### config.mk
export PLATFORM = sky130hd
export DESIGN_NAME = bus_mux_keeper
export DESIGN_NICKNAME = d
export VERILOG_FILES = /design/src/rtl/cpu_bus_pkg.sv /design/src/rtl/onehot_prio_enc.sv /design/src/rtl/bus_mux_keeper.sv
export SDC_FILE = /design/constraint.sdc
export NUM_CORES = 1
export LEC_CHECK = 0
export CAP_MARGIN = 10
export CORE_AREA = 2 2 334 336
export CTS_BUF_LIST = sky130_fd_sc_hd__clkbuf_16
export CTS_CLUSTER_SIZE = 28
export DETAILED_ROUTE_END_ITERATION = 8
export DIE_AREA = 0 0 336 338
export GPL_ROUTABILITY_DRIVEN = 1
export SYNTH_ARGS = -nofsm -noshare
export SYNTH_HDL_FRONTEND = slang
export SYNTH_SLANG_ARGS = --single-unit
### constraint.sdc
create_clock -name clock -period 3.3 [get_ports clock]
set_input_delay 0.66 -clock clock [delete_from_list [all_inputs] [get_ports clock]]
set_output_delay 0.66 -clock clock [all_outputs]
set_load 0.005 [all_outputs]
### src/rtl/cpu_bus_pkg.sv
// Shared CPU bus constants: default geometry, source indices and index-width helper.
package cpu_bus_pkg;
    localparam int BUS_WIDTH = 32;
    localparam int BUS_N_SRC = 24;

    localparam int SRC_R0     = 0;
    localparam int SRC_R1     = 1;
    localparam int SRC_R2     = 2;
    localparam int SRC_R3     = 3;
    localparam int SRC_R4     = 4;
    localparam int SRC_R5     = 5;
    localparam int SRC_R6     = 6;
    localparam int SRC_R7     = 7;
    localparam int SRC_R8     = 8;
    localparam int SRC_R9     = 9;
    localparam int SRC_R10    = 10;
    localparam int SRC_R11    = 11;
    localparam int SRC_R12    = 12;
    localparam int SRC_R13    = 13;
    localparam int SRC_R14    = 14;
    localparam int SRC_R15    = 15;
    localparam int SRC_HI     = 16;
    localparam int SRC_LO     = 17;
    localparam int SRC_ZHIGH  = 18;
    localparam int SRC_ZLOW   = 19;
    localparam int SRC_PC     = 20;
    localparam int SRC_MDR    = 21;
    localparam int SRC_INPORT = 22;
    localparam int SRC_CSIGN  = 23;

    // A single-source bus still needs a 1-bit index port.
    function automatic int srcIdxW(input int n);
        return (n <= 1) ? 1 : $clog2(n);
    endfunction
endpackage

### src/rtl/onehot_prio_enc.sv
// Lowest-index-wins encoder for a drive-strobe vector, with any/multi flags.
module onehot_prio_enc
    import cpu_bus_pkg::*;
#(
    parameter int N = BUS_N_SRC,
    localparam int IW = srcIdxW(N)
) (
    input  logic [N-1:0]  strobe,
    output logic [IW-1:0] idx,
    output logic          any,
    output logic          multi
);
    always_comb begin
        idx = '0;
        for (int i = N - 1; i >= 0; i--) begin
            if (strobe[i]) idx = IW'(i);
        end
    end

    assign any = |strobe;
    // Clearing the lowest set bit leaves something only if two or more were set.
    assign multi = |(strobe & (strobe - N'(1)));
endmodule

### src/rtl/bus_mux_keeper.sv
// Shared CPU bus multiplexer with bus keeper, optional output register and contention tracking.
module bus_mux_keeper
    import cpu_bus_pkg::*;
#(
    parameter int WIDTH   = BUS_WIDTH,
    parameter int N_SRC   = BUS_N_SRC,
    parameter int REG_OUT = 1,
    parameter int KEEP    = 1,
    parameter int CNT_W   = 8,
    localparam int SW = srcIdxW(N_SRC)
) (
    input  logic                   clock,
    input  logic                   clear,
    input  logic [N_SRC*WIDTH-1:0] bus_in,
    input  logic [N_SRC-1:0]       src_out,
    input  logic                   err_clr,
    output logic [WIDTH-1:0]       bus_out,
    output logic                   bus_valid,
    output logic [SW-1:0]          bus_src,
    output logic                   contention,
    output logic [CNT_W-1:0]       contention_cnt,
    output logic [N_SRC-1:0]       conflict_vec
);
    logic [SW-1:0] winIdx;
    logic          any;
    logic          multi;

    onehot_prio_enc #(.N(N_SRC)) uEnc (
        .strobe (src_out),
        .idx    (winIdx),
        .any    (any),
        .multi  (multi)
    );

    logic [N_SRC-1:0][WIDTH-1:0] srcArr;
    logic [WIDTH-1:0]            selData;
    logic [WIDTH-1:0]            keepQ;
    logic [WIDTH-1:0]            nextBus;

    assign srcArr  = bus_in;
    assign selData = srcArr[winIdx];
    assign nextBus = any ? selData : ((KEEP != 0) ? keepQ : '0);

    // Keeper tracks the last driven value regardless of output registering.
    always_ff @(posedge clock) begin
        if (!clear)   keepQ <= '0;
        else if (any) keepQ <= selData;
    end

    generate
        if (REG_OUT != 0) begin : gRegOut
            always_ff @(posedge clock) begin
                if (!clear) begin
                    bus_out   <= '0;
                    bus_valid <= 1'b0;
                    bus_src   <= '0;
                end else begin
                    bus_out   <= nextBus;
                    bus_valid <= any;
                    bus_src   <= winIdx;
                end
            end
        end else begin : gCombOut
            assign bus_out   = nextBus;
            assign bus_valid = any;
            assign bus_src   = winIdx;
        end
    endgenerate

    // A contended cycle coinciding with err_clr restarts the record with that cycle.
    always_ff @(posedge clock) begin
        if (!clear) begin
            contention     <= 1'b0;
            contention_cnt <= '0;
            conflict_vec   <= '0;
        end else if (multi) begin
            contention <= 1'b1;
            if (err_clr) begin
                contention_cnt <= CNT_W'(1);
                conflict_vec   <= src_out;
            end else begin
                if (contention_cnt != '1) contention_cnt <= contention_cnt + CNT_W'(1);
                if (!contention)          conflict_vec   <= src_out;
            end
        end else if (err_clr) begin
            contention     <= 1'b0;
            contention_cnt <= '0;
            conflict_vec   <= '0;
        end
    end
endmodule

After elaboration in Yosys (flattened, before gate mapping)
Cells that the tools add are included.

storage, ports and cells
  register bits = 71
  output and inout port bits = 71
  word-level logic and storage cells = 54

cells by class
  add/sub/neg operators = 2
  magnitude comparators = 1
  equal/unequal tests = 2
  multiplexer cells = 36
  bitwise operators = 1
  reduce and logical (&&, ||, !) cells = 6

operator list
  operator                                                               count
  32-bit binary-select mux with 5-bit select                             1
  5-bit two-way mux                                                      24
  24-bit two-way mux                                                     4
  24-bit OR reduction                                                    2
  32-bit two-way mux                                                     1
  8-bit two-way mux                                                      4
  24-bit AND                                                             1
  24-bit by 1-bit subtractor with 24-bit output (second input constant)  1
  8-bit by 1-bit adder with 8-bit output (second input constant)         1
  8-bit inequality test (second input constant)                          1
  5-bit by 6-bit < comparator with 1-bit output (second input constant)  1
  2-bit AND reduction                                                    2
  2-bit nonzero test                                                     2
  1-bit two-way mux                                                      2
  2-bit inequality test (second input constant)                          1

Longest topological paths before layout
Gate-level depths: netlist of run 1.

  depth after elaboration = 26
  gate-level depth with buffers = 13
  mapped depth without buffers = 8

Cells and area by module
From an unflattened synthesis of run 1, not the netlist that was laid out.

second synthesis, totals
  cell total of the unflattened synthesis = 1012
  area total of the unflattened synthesis = 9211.3 µm²

by module, submodules not included
  module           times used  cells each  area each (µm²)  sequential area each (µm²)
  bus_mux_keeper   1           928         8697.1           1421.4
  onehot_prio_enc  1           84          514.2            0.0

Least setup slack after synthesis of run 1
Ideal clock, no wire load.

  kind = input -> register
  start = input src_out[10]
  end = register conflict_vec[8]
  arrival = 2874 ps
  required time = 3183 ps
  slack = 309 ps
  stages on the path = 11
  path buffers = 3
  cell sequence = buf_2 -> nor4_2 -> nand4_2 -> or3_1 -> a2bb2oi_1 -> o32ai_2 -> nand2_1 -> and3_1 -> clkbuf_1 -> buf_2 -> a22o_1

on the way
  word-level cells in the longest chain between the ends = 5

ends and longest elaborated chain
  what                                           RTL line               source
  from (decl)                                    bus_mux_keeper.sv:15   input logic [N_SRC-1:0] src_out,
  24-bit by 1-bit subtractor with 24-bit output  onehot_prio_enc.sv:22  assign multi = |(strobe & (strobe - N'(1)));
  24-bit AND (*)                                 onehot_prio_enc.sv:22
  24-bit OR reduction (*)                        onehot_prio_enc.sv:22
  2-bit nonzero test (no line)                   -
  2-bit AND reduction (no line)                  -
  to (signal assigned)                           bus_mux_keeper.sv:80   conflict_vec <= src_out;
  to (signal assigned)                           bus_mux_keeper.sv:83   if (!contention) conflict_vec <= src_out;
  to (decl)                                      bus_mux_keeper.sv:22   output logic [N_SRC-1:0] conflict_vec

Every way passes the cells marked *; elsewhere a longest branch is shown, timed or not.
A chain may end at the register's enable or synchronous reset.

Worst setup path after layout of run 1
  start = input src_out[2]
  end = register bus_out[31]

on the way
  word-level cells in the longest chain between the ends = 5

ends and longest elaborated chain
  what                                        RTL line               source
  5-bit two-way mux (3 in series)             onehot_prio_enc.sv:16  if (strobe[i]) idx = IW'(i);
  32-bit binary-select mux with 5-bit select  bus_mux_keeper.sv:41   assign selData = srcArr[winIdx];
  32-bit two-way mux (implied by the code)    bus_mux_keeper.sv:41
  to (signal assigned)                        bus_mux_keeper.sv:58   bus_out <= nextBus;
  to (decl)                                   bus_mux_keeper.sv:17   output logic [WIDTH-1:0] bus_out,

Parallel ways exist; a longest one is shown, timed or not. The select of a mux whose other input is x is not followed.

==> results of run 1 <==
[power by group]
part | total (µW) | internal, µW | leakage (µW) | switching (µW)
combinational | 3210 | 1770 | 0.00893 | 1440
sequential | 971 | 922 | 0.000588 | 48.8
clock | 1160 | 605 | 0.000151 | 558
[layout by cell type (no fill, tap or decap), types with 18 or more instances in the layout]
cell type        count
clkdlybuf4s50_1    844
nand2_1            476
buf_4              304
nand3_1            119
nand3b_1            91
mux2i_1             91
dfxtp_1             71
a21oi_1             67
a31oi_1             67
a221oi_1            47
buf_12              47
o21ai_0             37
buf_6               29
a211oi_1            28
o32ai_1             26
a22o_1              24
a31oi_2             22
a22oi_1             21
diode_2             20
nor2_1              18
[logic make-up (layout without fill, tap and decap cells)]
| group | count (synthesis) | in the layout |
|---|---|---|
| simple gates | 772 | 772 |
| flops | 71 | 71 |
| buf+inv | 171 | 1283 |
| other cells | 0 | 20 |
| compound gates | 442 | 443 |
| fa+ha+maj | 1 | 1 |
| mux | 102 | 102 |
[worst max-delay path by stage]
| stage | from | end | slack (ns) | cells past startpoint |
|---|---|---|---|---|
| after floorplan | src_out[10] | conflict_vec[8] | 0.31 | 11 |
| after global placement | src_out[19] | bus_out[23] | -1.25 | 11 |
| after detailed placement | src_out[7] | bus_out[13] | -1.16 | 14 |
| after CTS | src_out[1] | bus_out[2] | 0.002 | 13 |
| after global routing | src_out[19] | bus_out[13] | 0.002 | 12 |
| final | src_out[2] | bus_out[31] | 0.06 | 15 |
[state kept, by name, summed over array words and instances, names as in the netlist]
signal          flops
bus_valid           1
bus_out            32
contention_cnt      8
contention          1
bus_src             5
conflict_vec       24
[timing repair]
action / CTS / global route
resized for setup: 162 / 48
setup buffers: 28 / 12
gates cloned: 5 / 1
pin swaps: 36 / 27
hold buffers: 0 / 0
setup endpoints to repair: 64 / 63
[critical path: stages]
cell             delay, ns
clkdlybuf4s50_1       0.43
buf_6                 0.15
buf_4                 0.14
nor4_4                0.25
buf_4                 0.18
o21ai_4               0.06
a31o_4                0.24
buf_4                 0.20
a21oi_4               0.18
buf_12                0.16
buf_4                 0.16
a221oi_2              0.06
a31oi_1               0.20
nand3_1               0.22
a211oi_1              0.24
[cell type report]
| cell class | count | area (µm²) | share of cell area |
|---|---|---|---|
| inverter | 12 | 45.0 | 0.00181 |
| multi-input combinational | 1318 | 8760 | 0.352 |
| clock buffer | 9 | 225 | 0.00904 |
| antenna | 20 | 50.0 | 0.00201 |
| tap | 1488 | 1860 | 0.0747 |
| clock inverter | 7 | 86.3 | 0.00347 |
| sequential | 71 | 1420 | 0.0571 |
| timing repair buffer | 1255 | 12500 | 0.500 |
[layer usage]
layer,vias to the layer above,global-route usage,share of wire
li1,8049,-,-
met3,152,0.0426,0.067
met4,38,0.0485,0.023
met2,844,0.367,0.49
met1,8398,0.257,0.42
met5,-,0,0.0020
[through the flow]
| stage | area (µm²) | util |
|---|---|---|
| final | 24900 | 0.226 |
| after global routing | 24900 | 0.226 |
| after CTS | 24500 | 0.222 |
| after detailed placement | 23000 | 0.209 |
| after global placement | 23000 | 0.209 |
| after floorplan | 9820 | - |
==> results.toml, run 1 <==
[clock_network]
ctsRootBufferMaster = "clkbuf_16"
cts.sinks = 71
clock_latency_ns = 0.39
cts.htree.levels = 3
cts_inserted_buffers = 9
clk_path_buf_depth = 2
cts_tree = "yes"
clkTransAtPathRegs_ns = 0.09

[place]
hpwl_mm = 107
place_ws_ns = -1.16
port_buffers = 865
dp_cells = 4103
gp_congestion = 0.895

[routing]
wl_per_cell_um = 29.9
route.vias.total = 17481
route.detailed.drc = 0
vias_per_cell = 4.18
drt_iter0_markers = 1156
drtPass1Iterations = 5
ant_nets = 0
routed_wl_mm = 125

[synth]
yosysSeqAreaShare = 0.145
yosysUniqueCellTypes = 59
synth_largest_area_cell = "nand2_1"
synth-compound-area-share = 0.315
synth_top_area_frac = 0.185
synthMuxAreaShare = 0.104
ys.warnings.count = 0
ys_ff_latch = 71
yosysMostFrequentCell = "nand2_1"
synth_nets = 2355
syn-mean-instance-area_um2 = 6.30
ys.flop_type = "dfxtp_1"
synth_top_family_by_area = "simple AND/OR/NAND/NOR gates"
synth-xor-area-share = 0
ys_top_cells_by_area = "nand2_1, dfxtp_1, mux2i_1, nand3b_1, nand3_1"
synth_enable_flop_cells = 0
synth-simple-area-share = 0.364
async_flop_share = 0
synthTopCellsByCount = "nand2_1, nand3_1, clkbuf_1, mux2i_1, a31oi_1"
synth_adder_area_share = 0.00127
syn_inst = 1559
mappedNetlistArea_um2 = 9820

[min_path]
hold_depth = 1
hold_path.class = "reg -> reg"
hp-start = "conflict_vec[21]"
worst_hold_path.endpoint = "conflict_vec[21]"

[timing]
timing.final.crit_share = 0.983
fin_crit_ns = 3.24
hold_viol = 0
worst_pin_slew_ns = 0.751
setup_viol = 0
final_max_slew_viol_count = 0
whs_ns = 0.477
rsz0062_at_grt = "false"
fin_setup_tns_ns = 0
worst_slack_ns = 0.0556
finClkSkew_ns = 0.0143
max_freq_mhz = 308
maxSlewHeadroom = 0.499

[worst_setup_path]
r2r_cells = 6
crit_type = "in -> reg"
reg2reg_slack_ns = 1.49
reg2reg_from = "contention_cnt[0]"
crit_path_max_fanout = 8
critPathRequiredTime_ns = 3.62
reg2reg_to = "contention_cnt[4]"
crit_path_end_kind = "flop"
startpoint_type = "primary input"
arrival_ns = 3.57

[final_layout]
area_growth_pct = 154
fillCellCount = 12281
nNetsFinal = 3463
fin_cells = 4180
drive_above_1_share = 0.210

[global_route]
grt_pass1_wl_mm = 158
grt_pass1_vias = 17482
gr-total-overflow = 0
grt_antenna_before_repair = 67
grt_max_degree = 73
gr-usage-all-layers = 0.208

[die]
dieHeight_um = 338
ios = 866
initial_utilization = 0.0892
dieArea_um2 = 114000
coreArea_um2 = 110000
fp.dieW_um = 336
rows = 122

[power]
power.total_uw = 5340
leakagePower_uw = 0.00967
ir_drop_mv = 0.257
powerDensity_nw_per_um2 = 215

[status]
status = "finished, final reports clean"

[job]
maxCapViolCount = 0
Note: power is estimated with default switching activity, not from simulation.
==> run 2, diff against run 1 <==
- ABC_CLOCK_PERIOD_IN_PS: default -> 3300
==> results of run 2 <==
Final layout, timing and power as in run 1 (identical DEF).
==> run 3, diff against run 2 <==
- TNS_END_PERCENT: default -> 50
==> results of run 3 <==
Final layout, timing and power as in run 1 (identical DEF).
